===== src/rtl/ddr3_wdata_burst.sv =====
`timescale 1ns/1ps
// DDR3 write-data burst sequencer for one 8-bit lane.
// Accepts a BL8 burst, waits CWL cycles, then drives four d0/d1 beat pairs
// with aligned data mask, DQ output enable and DQS output enable with a
// one-cycle preamble. All beat outputs are registered.
//
// state | meaning
// IDLE  | ready for a burst; wr_ready high
// WAIT  | burst held, counting down write latency
// BURST | driving beat pairs k=0..3
module ddr3_wdata_burst #(
  parameter int CWL = 5
) (
  input  logic        clk,
  input  logic        rst_n,
  input  logic        wr_valid,
  input  logic [63:0] wr_data,
  input  logic [7:0]  wr_mask,
  output logic        wr_ready,
  output logic [7:0]  d0,
  output logic [7:0]  d1,
  output logic        dm0,
  output logic        dm1,
  output logic        dq_oe,
  output logic        dqs_oe,
  output logic [15:0] burst_cnt
);

  localparam logic [3:0] CWL_M1 = 4'(CWL - 1);

  typedef enum logic [1:0] {IDLE, WAIT, BURST} state_t;

  state_t      state_q, state_d;
  logic [3:0]  lat_q, lat_d;
  logic [1:0]  beat_q, beat_d;
  logic [63:0] hold_data_q, hold_data_d;
  logic [7:0]  hold_mask_q, hold_mask_d;
  logic [7:0]  d0_q, d0_d, d1_q, d1_d;
  logic        dm0_q, dm0_d, dm1_q, dm1_d;
  logic        dq_oe_q, dq_oe_d, dqs_oe_q, dqs_oe_d;
  logic [15:0] burst_cnt_q, burst_cnt_d;

  logic        out_load;
  logic [1:0]  nxt_beat;
  logic [5:0]  base;

  // Next-state, latency/beat counters and registered beat outputs.
  always_comb begin
    state_d     = state_q;
    lat_d       = lat_q;
    beat_d      = beat_q;
    hold_data_d = hold_data_q;
    hold_mask_d = hold_mask_q;
    burst_cnt_d = burst_cnt_q;
    dqs_oe_d    = dqs_oe_q;
    out_load    = 1'b0;
    nxt_beat    = beat_q;
    case (state_q)
      IDLE: begin
        if (wr_valid) begin
          state_d     = WAIT;
          lat_d       = CWL_M1;
          hold_data_d = wr_data;
          hold_mask_d = wr_mask;
        end
      end
      WAIT: begin
        if (lat_q == 4'd0) begin
          state_d  = BURST;
          beat_d   = 2'd0;
          nxt_beat = 2'd0;
          out_load = 1'b1;
        end else begin
          lat_d = lat_q - 4'd1;
          // preamble: DQS enable goes up one cycle ahead of the first beat
          if (lat_q == 4'd1) dqs_oe_d = 1'b1;
        end
      end
      BURST: begin
        if (beat_q == 2'd3) begin
          state_d     = IDLE;
          dqs_oe_d    = 1'b0;
          burst_cnt_d = burst_cnt_q + 16'd1;
        end else begin
          beat_d   = beat_q + 2'd1;
          nxt_beat = beat_q + 2'd1;
          out_load = 1'b1;
        end
      end
      default: state_d = IDLE;
    endcase
    base    = {nxt_beat, 4'b0000};
    d0_d    = out_load ? hold_data_q[base +: 8] : 8'h00;
    d1_d    = out_load ? hold_data_q[base + 6'd8 +: 8] : 8'h00;
    dm0_d   = out_load & hold_mask_q[{nxt_beat, 1'b0}];
    dm1_d   = out_load & hold_mask_q[{nxt_beat, 1'b1}];
    dq_oe_d = out_load;
  end

  // State and output registers; reset drops any burst in flight.
  always_ff @(posedge clk or negedge rst_n) begin
    if (!rst_n) begin
      state_q     <= IDLE;
      lat_q       <= 4'd0;
      beat_q      <= 2'd0;
      hold_data_q <= 64'd0;
      hold_mask_q <= 8'd0;
      d0_q        <= 8'h00;
      d1_q        <= 8'h00;
      dm0_q       <= 1'b0;
      dm1_q       <= 1'b0;
      dq_oe_q     <= 1'b0;
      dqs_oe_q    <= 1'b0;
      burst_cnt_q <= 16'd0;
    end else begin
      state_q     <= state_d;
      lat_q       <= lat_d;
      beat_q      <= beat_d;
      hold_data_q <= hold_data_d;
      hold_mask_q <= hold_mask_d;
      d0_q        <= d0_d;
      d1_q        <= d1_d;
      dm0_q       <= dm0_d;
      dm1_q       <= dm1_d;
      dq_oe_q     <= dq_oe_d;
      dqs_oe_q    <= dqs_oe_d;
      burst_cnt_q <= burst_cnt_d;
    end
  end

  assign wr_ready  = (state_q == IDLE);
  assign d0        = d0_q;
  assign d1        = d1_q;
  assign dm0       = dm0_q;
  assign dm1       = dm1_q;
  assign dq_oe     = dq_oe_q;
  assign dqs_oe    = dqs_oe_q;
  assign burst_cnt = burst_cnt_q;

endmodule


===== config.mk =====
export PLATFORM = sky130hd
export DESIGN_NAME = ddr3_wdata_burst
export DESIGN_NICKNAME = d
export VERILOG_FILES = /design/src/rtl/ddr3_wdata_burst.sv
export SDC_FILE = /design/constraint.sdc
export NUM_CORES = 1
export LEC_CHECK = 0
export CAP_MARGIN = 40
export CORE_MARGIN = 4
export CORE_UTILIZATION = 40
export DETAILED_ROUTE_END_ITERATION = 6
export GPL_TIMING_DRIVEN = 0
export PLACE_DENSITY_LB_ADDON = 0.2
export SYNTH_ARGS = -nofsm -noshare
export SYNTH_HDL_FRONTEND = slang
export SYNTH_SLANG_ARGS = --single-unit

===== constraint.sdc =====
create_clock -name clk -period 3 [get_ports clk]
set_input_delay 0.6 -clock clk [delete_from_list [all_inputs] [get_ports clk]]
set_output_delay 0.6 -clock clk [all_outputs]
set_load 0.01 [all_outputs]

==> results.cfg <==
[run_status]
run_status = complete, no violations

[cts]
cts_root_buffer = sky130_fd_sc_hd__clkbuf_16
cts_tree = built
postCtsHoldBufs = 0
cts.sink_count = 116
clock_tree.htree_level_count = 4
tritoncts.num_buffers = 17
cts_max_path_buffers = 2
post_cts.resized_instances = 0
clock_insertion_delay_worst_skew_ns = 0.42
postCtsSetupBuffers = 0
clk_pin_slew_ns = 0.05

[drt]
met3_length_um = 493
drt-pass1-iter-count = 4
drt-met1-wl_mm = 4.823
detailroute.via_count = 3277
wl_met2_mm = 5.710
post_drt_via_cell_ratio = 4.913
drtIter0Drc = 211
detail-route-antenna-nets = 0
route.detailed.drc = 0
dr.max_layer_used = met4
routedWlPerCell_um = 16.78
routed_wirelength_mm = 11.19

[place]
placement.io_buffers = 111
dp_hpwl_mm = 8.006
finalWeightedCongestion = 0.7556

[synthesis]
synth_ff_type = sky130_fd_sc_hd__dfrtp_1
ys_top_cells_by_count = 116 x sky130_fd_sc_hd__dfrtp_1, 74 x sky130_fd_sc_hd__mux2_2, 37 x sky130_fd_sc_hd__mux2i_1, 21 x sky130_fd_sc_hd__o22ai_1, 15 x sky130_fd_sc_hd__nand2_1
synth_seq_cells = 116
synth.largest_area_cell = sky130_fd_sc_hd__dfrtp_1
syn_std_cell_area_sq_mm = 0.004940
edff_count_synth = 0
synthesized_instance_count = 356
average_instance_area_after_synthesis_sq_um = 13.88
synth_cell_type_count = 35
synth.yosys.seq_area_share = 0.5876
yosys_warnings = 0
synth.area.top_cells = sky130_fd_sc_hd__dfrtp_1 59%, sky130_fd_sc_hd__mux2_2 17%, sky130_fd_sc_hd__mux2i_1 7.5%
synth.net_count = 437
postSynth.asyncResetShare = 1.000
synthDominantCellAreaShare = 0.5876
synth.most_common_cell = sky130_fd_sc_hd__dfrtp_1

[final_layout]
drive_above_1_share = 0.2305
areaGrowthSynthToFinish_pct = 39.49
diodes = 0
fillerInstances = 1038
postLayoutCoreUtil = 0.5713
design.final.nets = 568

[global_route]
grt_first_pass_wirelength_mm = 18.22
grt_max_degree = 95
globalRouteTotalUtil = 0.1703
grt_pass1_vias = 3405
number_of_antenna_violations_at_the_first_check_in_global_routing = 0
global_route.overflow_total = 0

[sta]
hold_viol_final = 0
rsz0062_at_grt = no
period_share = 0.8092
worst_slew_margin_rel = 0.5550
finalCriticalPeriod_ns = 2.427
maximum_clock_frequency_mhz = 412.0
finalSetupViolCount = 0
skew_ns = 0.006286
holdWs_ns = 0.02702
timing_max_transition_violations_final = 0
tightest_slew_ns = 0.6676

[floorplanning]
std_cell_rows = 40
io_pins = 112
die_width_um = 119.1
area_of_the_core_sq_mm = 0.01206
initial_utilization = 0.4095
die-height_um = 119.1
die_area_sq_mm = 0.01419

[pwr]
ir_drop_v = 0.0005829
powerDensity_mw_per_mm2 = 1015
total_power_uw = 6995
p_leak_uw = 0.003151

[setup_path]
crit_type = reg2reg
worstPathArrival_ns = 2.70
cp_max_fo = 10
critical_path.endpoint_type = flop
worst-endpoint-required_ns = 3.27
startpoint_type = flop

[hold_path]
min_path_type = in2async

[run]
timing.max_cap.violations = 0
==> logic make-up after synthesis <==
kind of cell	synth area share
DFF	0.5876
adders and majority gates	0.01520
AOI/OAI and AO/OA	0.04889
and+or+nand+nor	0.04686
buffers and inverters	0.03115
muxes	0.2437
xor gates and xnor gates	0.02660
==> cell usage in the layout (no fill, tap or decap), drive strengths merged <==
| cell | n |
|---|---|
| and2 | 1 |
| a21o | 1 |
| mux2i | 37 |
| ha | 6 |
| o22ai | 21 |
| a22o | 3 |
| nor2b | 1 |
| buf | 9 |
| a31oi | 5 |
| bufinv | 3 |
| and4 | 3 |
| and3 | 4 |
| dfrtp | 116 |
| xnor2 | 12 |
| xor2 | 3 |
| nand3 | 8 |
| a22oi | 1 |
| or3b | 1 |
| nand4b | 1 |
| a21boi | 1 |
| clkinv | 5 |
| nor3 | 1 |
| or3 | 1 |
| clkdlybuf4s50 | 110 |
| clkinvlp | 2 |
| a21oi | 4 |
| nand2b | 1 |
| nand4 | 3 |
| o21ai | 2 |
| nand2 | 15 |
| inv | 9 |
| nor2 | 4 |
| clkbuf | 31 |
| mux2 | 74 |
==> stage by stage <==
step	area, sq um	cells	setup TNS, ns	worst slack [ns]
floorplan	4940	356	0	0.9592
global placement	6261	635	-361.61	-3.126
detailed placement	6290	636	0	0.4576
CTS	6890	667	0	0.5601
global route	6890	667	0	0.3896
finish	6890	667	0	0.5725
==> sequential cells by signal, summed over array words and instances (netlist names), 2 cells and up <==
name and flops:
hold_mask_q 8, burst_cnt 16, lat_q 4, d1 8, state_q 2, hold_data_q 64
d0 8, beat_q 2
==> cell type report <==
type                            count  area [sq um]  share of cell area
Sequential cell                   116          2903              0.4213
Multi-Input combinational cell    214          1883              0.2733
Timing Repair Buffer              112          1140              0.1654
Clock buffer                       21         470.5             0.06828
Tap cell                          168         210.2             0.03051
Clock inverter                     10         130.1             0.01889
Buffer                             17         120.1             0.01743
Inverter                            9         33.78            0.004903
==> worst max-delay path, cell delays in order, from the launching register on <==
cell,delay (ns)
sky130_fd_sc_hd__dfrtp_1,0.39
sky130_fd_sc_hd__inv_1,0.11
sky130_fd_sc_hd__ha_1,0.27
sky130_fd_sc_hd__or3b_4,0.44
sky130_fd_sc_hd__a31oi_1,0.25
sky130_fd_sc_hd__buf_6,0.23
sky130_fd_sc_hd__buf_12,0.17
sky130_fd_sc_hd__mux2i_1,0.28
sky130_fd_sc_hd__o22ai_1,0.13
==> routing by layer <==
layer	up-vias	track usage
met5	-	0
met4	0	0.06300
met3	14	0.05840
met2	76	0.2723
met1	1647	0.2140
li1	1540	-
==> where the power goes <==
| group | switching, uW | internal, uW |
|---|---|---|
| clock | 689 | 1360 |
| combinational | 1090 | 1340 |
| sequential | 317 | 2200 |
| total | 2100 | 4900 |
==> path summary, 6_finish.rpt <==
| path | startpoint | slack, ns | to | cells after the start |
|---|---|---|---|---|
| worst max-delay path | lat_q[0] | 0.57 | d1[4] | 8 |
| worst min-delay path | rst_n | 0.03 | dqs_oe | 1 |
| worst max register to register | lat_q[0] | 0.57 | d1[4] | 8 |
| worst min register to register | burst_cnt[15] | 0.47 | burst_cnt[15] | 1 |
| max in group asynchronous | rst_n | 2.25 | hold_data_q[10] | 2 |
| min in group clk | burst_cnt[15] | 0.47 | burst_cnt[15] | 1 |
Note: power is estimated with default switching activity, not from simulation.
